**src/rtl/nor_bus_pkg.sv**
```systemverilog
// Shared definitions for the NOR bus controller: FSM encoding and the
// helpers that size the packed request word {we, dat, adr}.
package nor_bus_pkg;

  typedef enum logic [2:0] {
    IDLE    = 3'd0,
    WRITE   = 3'd1,
    RYWAIT  = 3'd2,
    READDLY = 3'd3,
    READ    = 3'd4,
    READPG  = 3'd5,
    TXN_END = 3'd6
  } nor_state_e;

  localparam int REQ_WE_BITS = 1;

  // Chip-select index width; never narrower than one bit.
  function automatic int cs_bits(input int nchips);
    return (nchips > 1) ? $clog2(nchips) : 1;
  endfunction

  // Width of one queued request {we, dat, chip, word}.
  function automatic int req_width(input int addrbits, input int databits, input int csbits);
    return REQ_WE_BITS + databits + csbits + addrbits;
  endfunction

endpackage

```
**src/rtl/nor_req_fifo.sv**
```systemverilog
// Request FIFO with look-ahead: exposes the head entry and the one behind it
// so the controller can decide on page/chip continuation before popping.
module nor_req_fifo #(
  parameter int WIDTH = 8,
  parameter int DEPTH = 4
) (
  input  logic                     clk,
  input  logic                     rst,
  input  logic                     push_i,
  input  logic [WIDTH-1:0]         push_data_i,
  input  logic                     pop_i,
  output logic [WIDTH-1:0]         head_o,
  output logic [WIDTH-1:0]         next_o,
  output logic [$clog2(DEPTH):0]   count_o,
  output logic                     full_o,
  output logic                     empty_o
);

  localparam int PW = $clog2(DEPTH);

  logic [WIDTH-1:0] mem_q [DEPTH];
  logic [PW-1:0]    wr_ptr_q, wr_ptr_d;
  logic [PW-1:0]    rd_ptr_q, rd_ptr_d;
  logic [PW:0]      count_q, count_d;
  logic             push_ok_s, pop_ok_s;

  assign full_o  = (count_q == (PW+1)'(DEPTH));
  assign empty_o = (count_q == '0);
  assign count_o = count_q;
  assign head_o  = mem_q[rd_ptr_q];
  assign next_o  = mem_q[rd_ptr_q + PW'(1)];

  // Next pointer/occupancy values; overflow and underflow requests are ignored.
  always_comb begin
    push_ok_s = push_i && !full_o;
    pop_ok_s  = pop_i && !empty_o;
    wr_ptr_d  = push_ok_s ? (wr_ptr_q + PW'(1)) : wr_ptr_q;
    rd_ptr_d  = pop_ok_s ? (rd_ptr_q + PW'(1)) : rd_ptr_q;
    case ({push_ok_s, pop_ok_s})
      2'b10:   count_d = count_q + (PW+1)'(1);
      2'b01:   count_d = count_q - (PW+1)'(1);
      default: count_d = count_q;
    endcase
  end

  // Pointer and occupancy registers.
  always_ff @(posedge clk or posedge rst) begin
    if (rst) begin
      wr_ptr_q <= '0;
      rd_ptr_q <= '0;
      count_q  <= '0;
    end else begin
      wr_ptr_q <= wr_ptr_d;
      rd_ptr_q <= rd_ptr_d;
      count_q  <= count_d;
    end
  end

  // Entry storage; cleared on reset so no stale request can ever be seen.
  always_ff @(posedge clk or posedge rst) begin
    if (rst) begin
      for (int i = 0; i < DEPTH; i++) mem_q[i] <= '0;
    end else if (push_ok_s) begin
      mem_q[wr_ptr_q] <= push_data_i;
    end
  end

endmodule

```
**src/rtl/nor_bus_mcs.sv**
```systemverilog
// Multi-chip NOR flash bus controller: queues requests, runs timed NOR
// read/write cycles with page-mode bursts and RY/BY polling, registered pins.
module nor_bus_mcs
  import nor_bus_pkg::*;
#(
  parameter int ADDRBITS = 24,
  parameter int DATABITS = 16,
  parameter int NCHIPS   = 4,
  parameter int PGLOG2   = 3,
  parameter int QDEPTH   = 4,
  parameter int CNTBITS  = 8
) (
  input  logic                                 sys_clk_i,
  input  logic                                 sys_rst_i,
  input  logic                                 req_stb_i,
  input  logic                                 req_we_i,
  input  logic [cs_bits(NCHIPS)+ADDRBITS-1:0]  req_adr_i,
  input  logic [DATABITS-1:0]                  req_dat_i,
  output logic                                 req_stall_o,
  output logic                                 ack_o,
  output logic                                 err_o,
  output logic [DATABITS-1:0]                  dat_o,
  input  logic                                 pgen_i,
  input  logic [CNTBITS-1:0]                   wait_write_i,
  input  logic [CNTBITS-1:0]                   wait_readdly_i,
  input  logic [CNTBITS-1:0]                   wait_read_i,
  input  logic [CNTBITS-1:0]                   wait_readpg_i,
  input  logic [CNTBITS-1:0]                   ry_timeout_i,
  input  logic                                 nor_ry_i,
  input  logic [DATABITS-1:0]                  nor_data_i,
  output logic [DATABITS-1:0]                  nor_data_o,
  output logic [ADDRBITS-1:0]                  nor_addr_o,
  output logic [NCHIPS-1:0]                    nor_ce_o,
  output logic                                 nor_we_o,
  output logic                                 nor_oe_o,
  output logic                                 nor_data_oe
);

  localparam int CSBITS = cs_bits(NCHIPS);
  localparam int AW     = CSBITS + ADDRBITS;
  localparam int REQW   = req_width(ADDRBITS, DATABITS, CSBITS);
  localparam int QPW    = $clog2(QDEPTH);
  localparam logic [CSBITS:0] NCHIPS_L = (CSBITS+1)'(NCHIPS);

  nor_state_e          state_q, state_d;
  logic [CNTBITS-1:0]  cnt_q, cnt_d;
  logic                ry_meta_q, ry_sync_q;
  logic                pop_s, fifo_full_s, fifo_empty_s;
  logic [QPW:0]        fifo_count_s;
  logic [REQW-1:0]     head_s, next_s;
  logic                head_we_s, next_we_s, next_valid_s, head_chip_ok_s;
  logic [DATABITS-1:0] head_dat_s;
  logic [CSBITS-1:0]   head_chip_s, next_chip_s;
  logic [ADDRBITS-1:0] head_word_s, next_word_s;
  logic                same_page_s, ry_ok_s, ry_tmo_s, active_s;
  logic                unused_next_dat_s;

  logic                ack_q, ack_d, err_q, err_d;
  logic [DATABITS-1:0] dat_q, dat_d, nor_data_q, nor_data_d;
  logic [ADDRBITS-1:0] nor_addr_q, nor_addr_d;
  logic [NCHIPS-1:0]   nor_ce_q, nor_ce_d;
  logic                nor_we_q, nor_we_d, nor_oe_q, nor_oe_d, nor_doe_q, nor_doe_d;

  nor_req_fifo #(.WIDTH(REQW), .DEPTH(QDEPTH)) u_fifo (
    .clk         (sys_clk_i),
    .rst         (sys_rst_i),
    .push_i      (req_stb_i),
    .push_data_i ({req_we_i, req_dat_i, req_adr_i}),
    .pop_i       (pop_s),
    .head_o      (head_s),
    .next_o      (next_s),
    .count_o     (fifo_count_s),
    .full_o      (fifo_full_s),
    .empty_o     (fifo_empty_s)
  );

  assign req_stall_o       = fifo_full_s;
  assign head_we_s         = head_s[REQW-1];
  assign head_dat_s        = head_s[REQW-2 -: DATABITS];
  assign head_chip_s       = head_s[AW-1 -: CSBITS];
  assign head_word_s       = head_s[ADDRBITS-1:0];
  assign next_we_s         = next_s[REQW-1];
  assign next_chip_s       = next_s[AW-1 -: CSBITS];
  assign next_word_s       = next_s[ADDRBITS-1:0];
  assign unused_next_dat_s = ^next_s[REQW-2 -: DATABITS];
  assign next_valid_s      = (fifo_count_s > (QPW+1)'(1));
  assign head_chip_ok_s    = ({1'b0, head_chip_s} < NCHIPS_L);
  assign same_page_s       = ((head_word_s >> PGLOG2) == (next_word_s >> PGLOG2));
  assign ry_ok_s           = (cnt_q >= CNTBITS'(2)) && ry_sync_q;
  assign ry_tmo_s          = (cnt_q == ry_timeout_i);

  // Two-flop synchroniser for the asynchronous RY/BY pin.
  always_ff @(posedge sys_clk_i or posedge sys_rst_i) begin
    if (sys_rst_i) begin
      ry_meta_q <= 1'b0;
      ry_sync_q <= 1'b0;
    end else begin
      ry_meta_q <= nor_ry_i;
      ry_sync_q <= ry_meta_q;
    end
  end

  // Next-state, wait counter, FIFO pop and response generation.
  always_comb begin
    state_d = state_q;
    cnt_d   = cnt_q;
    pop_s   = 1'b0;
    ack_d   = 1'b0;
    err_d   = 1'b0;
    dat_d   = dat_q;
    case (state_q)
      IDLE: begin
        cnt_d = '0;
        if (fifo_empty_s) begin
          state_d = IDLE;
        end else if (!head_chip_ok_s) begin
          // No device behind this chip index: drop it with an error ack.
          pop_s = 1'b1;
          ack_d = 1'b1;
          err_d = 1'b1;
          dat_d = '0;
        end else if (head_we_s) begin
          state_d = WRITE;
        end else begin
          state_d = READDLY;
        end
      end
      WRITE: begin
        if (cnt_q == wait_write_i) begin
          state_d = RYWAIT;
          cnt_d   = '0;
        end else begin
          cnt_d = cnt_q + CNTBITS'(1);
        end
      end
      RYWAIT: begin
        if (ry_ok_s || ry_tmo_s) begin
          pop_s   = 1'b1;
          ack_d   = 1'b1;
          err_d   = !ry_ok_s;
          dat_d   = '0;
          state_d = TXN_END;
          cnt_d   = '0;
        end else begin
          cnt_d = cnt_q + CNTBITS'(1);
        end
      end
      READDLY: begin
        if (cnt_q == wait_readdly_i) begin
          state_d = READ;
          cnt_d   = '0;
        end else begin
          cnt_d = cnt_q + CNTBITS'(1);
        end
      end
      READ, READPG: begin
        if (cnt_q == ((state_q == READ) ? wait_read_i : wait_readpg_i)) begin
          pop_s = 1'b1;
          ack_d = 1'b1;
          dat_d = nor_data_i;
          cnt_d = '0;
          // Stay selected only for a following read on the same chip.
          if (next_valid_s && !next_we_s && (next_chip_s == head_chip_s)) begin
            state_d = (pgen_i && same_page_s) ? READPG : READ;
          end else begin
            state_d = TXN_END;
          end
        end else begin
          cnt_d = cnt_q + CNTBITS'(1);
        end
      end
      TXN_END: begin
        state_d = IDLE;
        cnt_d   = '0;
      end
      default: begin
        state_d = IDLE;
        cnt_d   = '0;
      end
    endcase
  end

  // FSM state and wait counter registers.
  always_ff @(posedge sys_clk_i or posedge sys_rst_i) begin
    if (sys_rst_i) begin
      state_q <= IDLE;
      cnt_q   <= '0;
    end else begin
      state_q <= state_d;
      cnt_q   <= cnt_d;
    end
  end

  // Pin values decoded from the current state; they appear one cycle later.
  always_comb begin
    active_s  = (state_q != IDLE) && (state_q != TXN_END);
    nor_we_d  = (state_q != WRITE);
    nor_oe_d  = !((state_q == READDLY) || (state_q == READ) || (state_q == READPG));
    nor_doe_d = (state_q == WRITE) || (state_q == RYWAIT);
    nor_ce_d  = '1;
    for (int i = 0; i < NCHIPS; i++) begin
      if (active_s && (head_chip_s == CSBITS'(i))) begin
        nor_ce_d[i] = 1'b0;
      end else begin
        nor_ce_d[i] = 1'b1;
      end
    end
    if (active_s) begin
      nor_addr_d = head_word_s;
    end else begin
      nor_addr_d = nor_addr_q;
    end
    if (nor_doe_d) begin
      nor_data_d = head_dat_s;
    end else begin
      nor_data_d = nor_data_q;
    end
  end

  // Registered NOR pins and response outputs.
  always_ff @(posedge sys_clk_i or posedge sys_rst_i) begin
    if (sys_rst_i) begin
      nor_ce_q   <= '1;
      nor_we_q   <= 1'b1;
      nor_oe_q   <= 1'b1;
      nor_doe_q  <= 1'b0;
      nor_addr_q <= '0;
      nor_data_q <= '0;
      ack_q      <= 1'b0;
      err_q      <= 1'b0;
      dat_q      <= '0;
    end else begin
      nor_ce_q   <= nor_ce_d;
      nor_we_q   <= nor_we_d;
      nor_oe_q   <= nor_oe_d;
      nor_doe_q  <= nor_doe_d;
      nor_addr_q <= nor_addr_d;
      nor_data_q <= nor_data_d;
      ack_q      <= ack_d;
      err_q      <= err_d;
      dat_q      <= dat_d;
    end
  end

  assign nor_ce_o    = nor_ce_q;
  assign nor_we_o    = nor_we_q;
  assign nor_oe_o    = nor_oe_q;
  assign nor_data_oe = nor_doe_q;
  assign nor_addr_o  = nor_addr_q;
  assign nor_data_o  = nor_data_q;
  assign ack_o       = ack_q;
  assign err_o       = err_q;
  assign dat_o       = dat_q;

endmodule

```
**config.mk**
```make
export PLATFORM = sky130hd
export DESIGN_NAME = nor_bus_mcs
export DESIGN_NICKNAME = d
export VERILOG_FILES = /design/src/rtl/nor_bus_pkg.sv /design/src/rtl/nor_req_fifo.sv /design/src/rtl/nor_bus_mcs.sv
export SDC_FILE = /design/constraint.sdc
export NUM_CORES = 1
export LEC_CHECK = 0
export ABC_AREA = 1
export CAP_MARGIN = 20
export CORE_MARGIN = 2
export CORE_UTILIZATION = 60
export CTS_CLUSTER_DIAMETER = 200
export DETAILED_ROUTE_END_ITERATION = 8
export PLACE_DENSITY = 0.89
export SYNTH_ARGS = -nofsm -noshare
export SYNTH_HDL_FRONTEND = slang
export SYNTH_SLANG_ARGS = --single-unit
```
**constraint.sdc**
```tcl
create_clock -name sys_clk_i -period 13.68 [get_ports sys_clk_i]
set_clock_uncertainty 0.15 [all_clocks]
set_input_delay 1.368 -clock sys_clk_i [delete_from_list [all_inputs] [get_ports sys_clk_i]]
set_output_delay 1.368 -clock sys_clk_i [all_outputs]
set_load 0.02 [all_outputs]
```
-- Yosys cells after proc, flatten, opt, wreduce, memory -nomap -nowiden
Cells that the tools add are included.
- logic and storage cells: 124
- register bits after elaboration: 257
- magnitude comparators: 6
- equal/unequal tests: 23
- bitwise gates (word level): 3
- reduce and logical (&&, ||, !) cells: 30
- $add $sub $neg: 5
- mux-type cells: 37
- operator list (cell ; count):
    two-way mux 43 bit ; 5
    binary-select mux 43 bit (select 2 bit) ; 2
    bitwise mux 172 bit ; 1
    demux 43 bit (select 2 bit) ; 1
    two-way mux 8 bit ; 5
    equality test 8 bit ; 4
    two-way mux 16 bit ; 2
    case mux 16 bit (2 select lines) ; 1
    case mux 8 bit (4 select lines) ; 1
    equality test 21 bit ; 1
    case mux 3 bit (5 select lines) ; 1
    logical AND 1 bit ; 12
    two-way mux 3 bit ; 4
    equality test 3 bit, second input constant ; 3
    >= comparator 3 bit, second input constant ; 3
    two-way mux 1 bit ; 9
    inverter 2 -> 3 bit ; 3
    adder 8 x 1 -> 8 bit, second input constant ; 1
    >= comparator 8 x 2 -> 1 bit, second input constant ; 1
    inequality test 2 bit, second input constant ; 4
    equality test 2 bit, second input constant ; 3
    equality test 3 x 2 -> 1 bit, second input constant ; 2
    logical NOT 3 bit ; 2
    two-way mux 2 bit ; 3
    20 further kinds ; 30

-- Logic depth before layout (Yosys ltp)
Gate-level depths: netlist (run 1).
- word-level depth: 11
- gate-level depth with buffers: 21
- gate-level depth less buffers: 18

-- Cells and area by module
A second synthesis (run 1) with hierarchy kept.
- cells, all modules: 1947
- area total of the unflattened synthesis: 14732.9 um^2
- by module, submodules not included (module ; seq. area each (um^2) ; cells each ; area an instance (um^2) ; instances):
    nor_req_fifo ; 4479.3 ; 1391 ; 10387.5 ; 1
    nor_bus_mcs ; 1959.4 ; 556 ; 4345.4 ; 1

-- Worst setup path before layout (run 1)
Ideal clock, no wire load.
- kind: in2reg
- start point: input port wait_read_i[4]
- end point: register u_fifo.count_q[2], in the netlist u_fifo.count_o[2]
- setup slack: 10.509 ns
- arrival: 2.903 ns
- path buffers: 1
- required time: 13.412 ns
- cell stages on the path: 14
- path through: o21ai_0 > xor2_1 > nand2_1 > nor2_1 > nand3_1 > nand2_2 > buf_6 > nand2_2 > inv_1 > ha_1 > nor2_1 > o21ai_0 > xor2_1 > inv_1
- cells in the longest elaborated chain, start to end: 7
- elaborated cells on any way between the ends: 9
- classes of those cells: eq/ne: 3; mux: 4; reduce/logical: 2
- RTL lines (item ; line ; source):
    start, declared ; nor_bus_mcs.sv:26 ; input logic [CNTBITS-1:0] wait_read_i,
    two-way mux 8 bit * ; nor_bus_mcs.sv:157 ; if (cnt_q == ((state_q == READ) ? wait_read_i : wait_readpg_i)) begin
    equality test 8 bit * ; nor_bus_mcs.sv:157 ;
    two-way mux 1 bit * ; nor_bus_mcs.sv:157 ;
    case mux 1 bit (2 select lines) * ; nor_bus_mcs.sv:111 ; case (state_q)
    logical AND 1 bit * ; nor_req_fifo.sv:36 ; pop_ok_s = pop_i && !empty_o;
    named net u_fifo.pop_ok_s ; nor_req_fifo.sv:25 ; logic push_ok_s, pop_ok_s;
    equality test 2 x 1 -> 1 bit / equality test 2 bit (equally long branches) ; nor_req_fifo.sv:39 ; case ({push_ok_s, pop_ok_s})
    case mux 3 bit (2 select lines) / nonzero test 2 bit (equally long branches) ; -- ;
    end signal, assigned ; nor_req_fifo.sv:55 ; count_q <= count_d;
    end, declared ; nor_req_fifo.sv:24 ; logic [PW:0] count_q, count_d;
The timed path passes the listed nets; every way through them passes the cells marked *.
A chain may end at the register's enable or synchronous reset.

-- Worst setup path in the final report (run 1)
- start point: register u_fifo.rd_ptr_q[0]
- end point: register state_q[0]
- cells in the longest elaborated chain, start to end: 11
- elaborated cells on any way between the ends: 19
- classes of those cells: add/sub: 1; eq/ne: 2; mux: 10; bitwise: 2; reduce/logical: 4
- RTL lines (item ; line ; source):
    start, declared ; nor_req_fifo.sv:23 ; logic [PW-1:0] rd_ptr_q, rd_ptr_d;
    start signal, assigned ; nor_req_fifo.sv:54 ; rd_ptr_q <= rd_ptr_d;
    adder 2 x 1 -> 2 bit ; nor_req_fifo.sv:31 ; assign next_o = mem_q[rd_ptr_q + PW'(1)];
    inverter 2 -> 3 bit (not written as such) ; nor_req_fifo.sv:31 ;
    binary-select mux 43 bit (select 2 bit) ; nor_req_fifo.sv:31 ;
    two-way mux 43 bit (not written as such) (2 in a row) ; nor_req_fifo.sv:31 ;
    equality test 21 bit / logical NOT 1 bit (equally long branches) ; nor_bus_mcs.sv:88, nor_bus_mcs.sv:163 ;
    logical AND 1 bit, on equally long branches ; nor_bus_mcs.sv:164, nor_bus_mcs.sv:163 ;
    two-way mux 1 bit / logical AND 1 bit (equally long branches) ; nor_bus_mcs.sv:164, nor_bus_mcs.sv:163 ;
    two-way mux 2 bit * ; nor_bus_mcs.sv:163 ; if (next_valid_s && !next_we_s && (next_chip_s == head_chip_s)) begin
    two-way mux 3 bit * ; nor_bus_mcs.sv:157 ;
    case mux 3 bit (5 select lines) * ; nor_bus_mcs.sv:111 ;
    end signal, assigned ; nor_bus_mcs.sv:189 ; state_q <= state_d;
    end, declared ; nor_bus_mcs.sv:45 ; nor_state_e state_q, state_d;
Every way passes the cells marked *; elsewhere a longest branch is shown, timed or not. The select of a mux whose other input is x is not followed.

==> run_results.csv, run 1 <==
group,metric,value,unit
synthesis,synthArstFlopShare,100.0,%
layout,final_nets,1909,
worst_setup_path,cp-startpoint,"u_fifo.rd_ptr_q[0]",
synthesis,yosysSeqAreaShare,50.46,%
worst_setup_path,cp.required,14.00,ns
worst_setup_path,arrival,4.12,ns
sta,fin_crit,3.795,ns
global_route,grt_pass1_vias,11226,
worst_setup_path,ff2ff_path_depth,16,
clock_network,cts_tree,"built",
sta,setup_viol,0,
placement,place_congestion,0.8375,
synthesis,yosysMostFrequentCell,"nand2_1",
synthesis,synth.top_cell.area_share,49.23,%
placement,dp_hpwl,20010,um
global_route,grt_overflow,0,
global_route,antenna_found_initial,1,
run,drv_cap,0,
detailed_routing,drcViolationCount,0,
detailed_routing,routedWlPerCell,15.79,um
synthesis,synth_enable_flop_cells,0,
worst_setup_path,crit_path_end_kind,"flip-flop",
synthesis,synth_commonest_cells,"nand2_1, dfrtp_1, o21ai_0",
synthesis,synth.area.top_cells,"dfrtp_1, nand2_1, o21ai_0, nor2_1, nand3_1",
global_route,grt_pass1_wl,53650,um
clock_network,cts_sinks,257,
layout,layout-drive-gt1-share,5.072,%
global_route,grt_max_degree,111,
sta,slew-limit-headroom,32.67,%
run_status,status,"completed",
synthesis,synth_top_area_cell,"dfrtp_1",
layout,final_area,15540,um2
synthesis,syn-cell-area,12760,um2
layout,syn2layout_area_growth,21.77,%
placement,place_ws,9.705,ns
sta,rsz0062_at_grt,"false",
layout,multi_input_area,5493,um2
detailed_routing,drtIter0Drc,1171,
floorplan,ios,170,
worst_setup_path,r2r_end,"state_q[0]",
layout,seq_area,6444,um2
pwr,p_leak,0.007588,uW
worst_setup_path,critical_path_class,"reg -> reg",
sta,worst_hold_slack,0.2028,ns
clock_network,htree_levels,1,
floorplan,num_rows,53,
sta,max_freq,0.2635,GHz
worst_setup_path,endpoint,"state_q[0]",
synthesis,synth_cells,1683,
clock_network,cts-hold-fix-buffers,0,
worst_setup_path,rr_startpoint,"u_fifo.rd_ptr_q[0]",
sta,finalMaxSlewViolations,0,
clock_network,cts_resized,0,
detailed_routing,num_vias,11718,
floorplan,die_y,149.8,um
placement,placed_area,14470,um2
clock_network,path_clk_slew,0.06,ns
floorplan,die_x,149.8,um
sta,setup_tns,0,ns
sta,finalHoldViolCount,0,
synthesis,synthFlopType,"dfrtp_1",
clock_network,cts_root_buf,"clkbuf_16",
synthesis,avgSynthCellArea,7.582,um2
synthesis,ys_ff_latch,257,
hold_path,hold_path.class,"reg -> reg",
detailed_routing,vias_per_cell,5.607,
sta,tightestPinTransition,1.010,ns
worst_setup_path,r2r_slack,9.89,ns
pwr,power,4052,uW
floorplan,initial_core_util,60.89,%
clock_network,post_cts_buffers,0,
floorplan,die-area,22450,um2
sta,period_share,27.74,%
pwr,ir_drop,0.1621,mV
worst_setup_path,startpoint_type,"flip-flop",
sta,fin_ws,9.885,ns
clock_network,cts_buffers,26,
detailed_routing,final_antenna_net_count,0,
clock_network,clockBufferDepth,3,
pwr,power_density,260.8,nW/um2
synthesis,synth_warnings,0,
detailed_routing,dr.pass1.iters,8,
worst_setup_path,path_max_fanout,57,
global_route,grt_usage,29.44,%
synthesis,synthDistinctLibCells,32,
layout,fillCellCount,1492,
detailed_routing,finalWirelength,33000,um
clock_network,worstSkewPairLatency,0.53,ns
placement,io_buffer_count,169,
floorplan,core_area,20960,um2
synthesis,synthesis.nets,1798,
## cell type report
| cell class | instances | share of cell area [%] |
|---|---|---|
| diodes | 1 | 0.01611 |
| clock buffers | 31 | 4.566 |
| clock inverters | 17 | 2.142 |
| inverters | 105 | 2.593 |
| multi-input cells | 1222 | 35.35 |
| flip-flops and latches | 257 | 41.47 |
| well taps | 275 | 2.215 |
| repair buffers | 182 | 11.64 |
## routing by layer
metal | vias to the layer above | track usage [%] | share of wire (%)
met3 | 57 | 4.634 | 8.5
met5 | - | 0 | 0
met2 | 513 | 48.81 | 48
li1 | 5567 | - | -
met1 | 5581 | 40.33 | 42
met4 | 0 | 8.774 | 1.9
## power breakdown
group | internal, uW | switching (uW) | total [uW]
Combinational | 654 | 1210 | 1870
Clock | 542 | 305 | 847
Sequential | 1110 | 233 | 1340
## cells by family (layout without fill, tap and decap cells)
group	after synthesis	count (layout)	synth area share, %
buf+inv	204	335	6.570
xor+xnor	38	38	2.608
other cells	0	1	0
compound gates	292	292	11.90
simple gates	881	881	27.38
fa+ha+maj	11	11	1.079
flops	257	257	50.46
## worst max-delay path: stages, from the launching register on
cell      delay (ns)
dfrtp_4         0.44
clkinv_2        0.62
nand2_2         0.82
nand2_2         0.48
nand2_1         0.16
nand2_1         0.08
nand2_1         0.06
inv_1           0.04
nor2_1          0.11
nand2_1         0.12
nor2_1          0.12
nand2_1         0.05
nor2_1          0.19
nand2_1         0.11
nand2_1         0.07
nand2_1         0.05
nand2_1         0.06
## state kept, by name (all words and copies together) (netlist names)
| register | count |
|---|---|
| ack_o | 1 |
| cnt_q | 8 |
| dat_o | 16 |
| err_o | 1 |
| nor_addr_o | 24 |
| nor_ce_o | 4 |
| nor_data_o | 16 |
| nor_data_oe | 1 |
| nor_oe_o | 1 |
| nor_we_o | 1 |
| ry_meta_q | 1 |
| ry_sync_q | 1 |
| state_q | 3 |
| u_fifo.count_o | 3 |
| u_fifo.mem_q | 172 |
| u_fifo.rd_ptr_q | 2 |
| u_fifo.wr_ptr_q | 2 |
## cells in the final DEF, fill, tap and decap left out, types with 2 or more instances in the layout
cell             synthesis  final
nand2_1                616    612
o21ai_0                249    249
dfrtp_1                251    249
clkdlybuf4s50_1          0    169
nor2_1                 143    143
inv_1                  102    101
nand3_1                 94     94
clkbuf_16                0     26
xnor2_1                 20     20
a31oi_1                 20     20
xor2_1                  18     18
buf_4                    1     12
ha_1                    11     11
a21oi_1                 10     10
nor3_1                   9      9
bufinv_16                0      9
nand2_2                  4      8
dfstp_2                  6      6
o21ai_1                  5      5
nand4_1                  5      5
clkinv_2                 0      4
or2_2                    4      4
clkbuf_8                 0      4
nor2_2                   3      3
o211ai_1                 3      3
clkinvlp_4               0      3
o21ai_2                  2      2
inv_2                    3      2
## stage by stage
stage | std cells | util, %
6_report | 2090 | 74.15
3_5_place_dp | 2040 | 69.03
3_3_place_gp | 2040 | 69.03
2_1_floorplan | 1683 | -
4_1_cts | 2088 | 74.00
5_1_grt | 2089 | 74.13
## how the worst min path moves through the flow
| stage | start | end | slack [ns] | depth (start not counted) |
|---|---|---|---|---|
| after detailed placement | ry_meta_q | ry_sync_q | 0.19 | 0 |
| final | ry_meta_q | ry_sync_q | 0.20 | 0 |
| after CTS | ry_meta_q | ry_sync_q | 0.21 | 0 |
| after global routing | ry_meta_q | ry_sync_q | 0.22 | 0 |
| after global placement | ry_meta_q | ry_sync_q | 0.18 | 0 |
| after floorplan | ry_meta_q | ry_sync_q | 0.18 | 0 |
Note: power is estimated with default switching activity, not from simulation.
==> inputs of run 2 (changes only) <==
CORE_UTILIZATION = 56   (was 60)
PLACE_DENSITY = 0.84   (was 0.89)
clock period = 3.9 ns   (was 13.68 ns; I/O delays follow)
==> run_results.csv, run 2 (synthesized netlist as in run 1, its figures left out) <==
group,metric,value,unit
clock_network,cts-hold-fix-buffers,0,
floorplan,core_area,22500,um2
pwr,power_density,888.3,nW/um2
layout,layout-drive-gt1-share,5.104,%
layout,mostFrequentLayoutCell,"nand2_1",
sta,slew-limit-headroom,44.69,%
pwr,ir_drop,0.4898,mV
hold_path,hold_path.class,"in -> async",
detailed_routing,drcViolationCount,0,
sta,tightestPinTransition,0.8296,ns
detailed_routing,dr.pass1.iters,6,
clock_network,cts_root_buf,"clkbuf_16",
worst_setup_path,r2r_slack,0.88,ns
floorplan,die_y,154.9,um
pwr,p_seq_share,34.9,%
worst_setup_path,ff2ff_path_depth,15,
clock_network,clockBufferDepth,3,
worst_setup_path,startpoint_type,"flip-flop",
clock_network,cts_tree,"built",
run,drv_cap,0,
layout,final_nets,1918,
pwr,p_leak,0.007567,uW
sta,finalHoldViolCount,0,
layout,final_cell_mix,"nand2_1, o21ai_0, dfrtp_1, clkdlybuf4s50_1, nor2_1",
worst_setup_path,cp.required,4.17,ns
detailed_routing,finalWirelength,32590,um
sta,period_share,77.39,%
worst_setup_path,crit_path_end_kind,"flip-flop",
clock_network,cts_resized,0,
detailed_routing,routedWlPerCell,15.47,um
floorplan,num_rows,55,
placement,place_ws,0.8771,ns
floorplan,die-area,24010,um2
pwr,switching_power,6035,uW
placement,io_buffer_count,169,
worst_setup_path,path_max_fanout,21,
placement,dp_hpwl,21140,um
sta,fin_crit,3.018,ns
worst_setup_path,rr_startpoint,"state_q[0]",
layout,largest_reg_flops,172,
run_status,status,"completed",
sta,fin_ws,0.8817,ns
pwr,power.share.clock,18.5,%
clock_network,cts_buffers,27,
floorplan,initial_core_util,56.70,%
floorplan,die_x,154.9,um
global_route,grt_max_degree,126,
detailed_routing,final_antenna_net_count,0,
detailed_routing,drtIter0Drc,966,
worst_setup_path,arrival,3.29,ns
sta,rsz0062_at_grt,"false",
pwr,switching_share,43.87,%
pwr,combPwrFrac,46.6,%
floorplan,ios,170,
clock_network,worstSkewPairLatency,0.54,ns
worst_setup_path,endpoint,"u_fifo.count_o[2]",
sta,worst_hold_slack,0.1253,ns
layout,antenna_cells,0,
worst_setup_path,critical_path_class,"reg -> reg",
worst_setup_path,r2r_end,"u_fifo.count_o[2]",
global_route,grt_overflow,0,
global_route,grt_usage,26.78,%
global_route,antenna_found_initial,0,
layout,top_register,"u_fifo.mem_q",
clock_network,post_cts_buffers,0,
global_route,grt_pass1_wl,52890,um
clock_network,htree_levels,1,
detailed_routing,vias_per_cell,5.495,
sta,finalMaxSlewViolations,0,
worst_setup_path,cp-startpoint,"state_q[0]",
placement,place_congestion,0.7973,
sta,setup_viol,0,
clock_network,cts_sinks,257,
pwr,internal-power,7723,uW
sta,max_freq,0.3313,GHz
global_route,grt_pass1_vias,10861,
layout,syn2layout_area_growth,21.38,%
detailed_routing,num_vias,11577,
layout,final_core_util,68.82,%
clock_network,path_clk_slew,0.06,ns
[run 2: area by class of cell]
class	instances	area, um2
clock inverter	7	95.09
fill	1752	7015
sequential	257	6444
tap	285	356.6
clock buffer	41	788.3
timing repair buffer	190	1912
inverter	105	399.1
multi-input combinational	1222	5493
[run 2: power groups by stage]
stage	Sequential, uW	Clock [uW]	Combinational, uW
2_1_floorplan	4820	0	4270
3_3_place_gp	4740	0	6100
3_5_place_dp	4790	0	6320
4_1_cts	4770	2580	6380
5_1_grt	4930	2700	7240
6_report	4800	2550	6410
[run 2: worst min-delay path by stage]
stage | start | end | slack, ns
2_1_floorplan | ry_meta_q | ry_sync_q | 0.18
3_3_place_gp | ry_meta_q | ry_sync_q | 0.19
3_5_place_dp | ry_meta_q | ry_sync_q | 0.19
4_1_cts | sys_rst_i | u_fifo.mem_q[71] | 0.14
5_1_grt | nor_ry_i | ry_meta_q | 0.15
6_report | sys_rst_i | u_fifo.mem_q[71] | 0.13
[run 2: through the flow]
| step | setup TNS, ns | instances | instance area [um2] | power, uW |
|---|---|---|---|---|
| after detailed placement | 0 | 2059 | 14600 | 11100 |
| after floorplan | -5.198 | 1683 | 12760 | 9095 |
| final | 0 | 2107 | 15490 | 13760 |
| after global routing | 0 | 2107 | 15490 | 14860 |
| after global placement | 0 | 2059 | 14600 | 10840 |
| after CTS | 0 | 2107 | 15490 | 13730 |
[run 2: per-layer routing]
layer	up-vias	track usage, %	part of all wire [%]
li1	5598	-	-
met1	5439	37.62	43
met2	469	43.68	47
met3	71	4.290	7.5
met4	0	7.363	2.4
met5	-	0	0
[run 2: critical path: stages (launching register included)]
cell and delay, ns:
dfrtp_1 0.47, nor2_4 0.18, nand2_4 0.14, o21ai_0 0.25, xor2_1 0.18, nand2_1 0.07, nor2_1 0.12, nand3_1 0.11
nand2_2 0.35, nand2_2 0.12, inv_1 0.09, ha_1 0.27, nor2_1 0.11, o21ai_0 0.10, xor2_1 0.14, inv_1 0.05
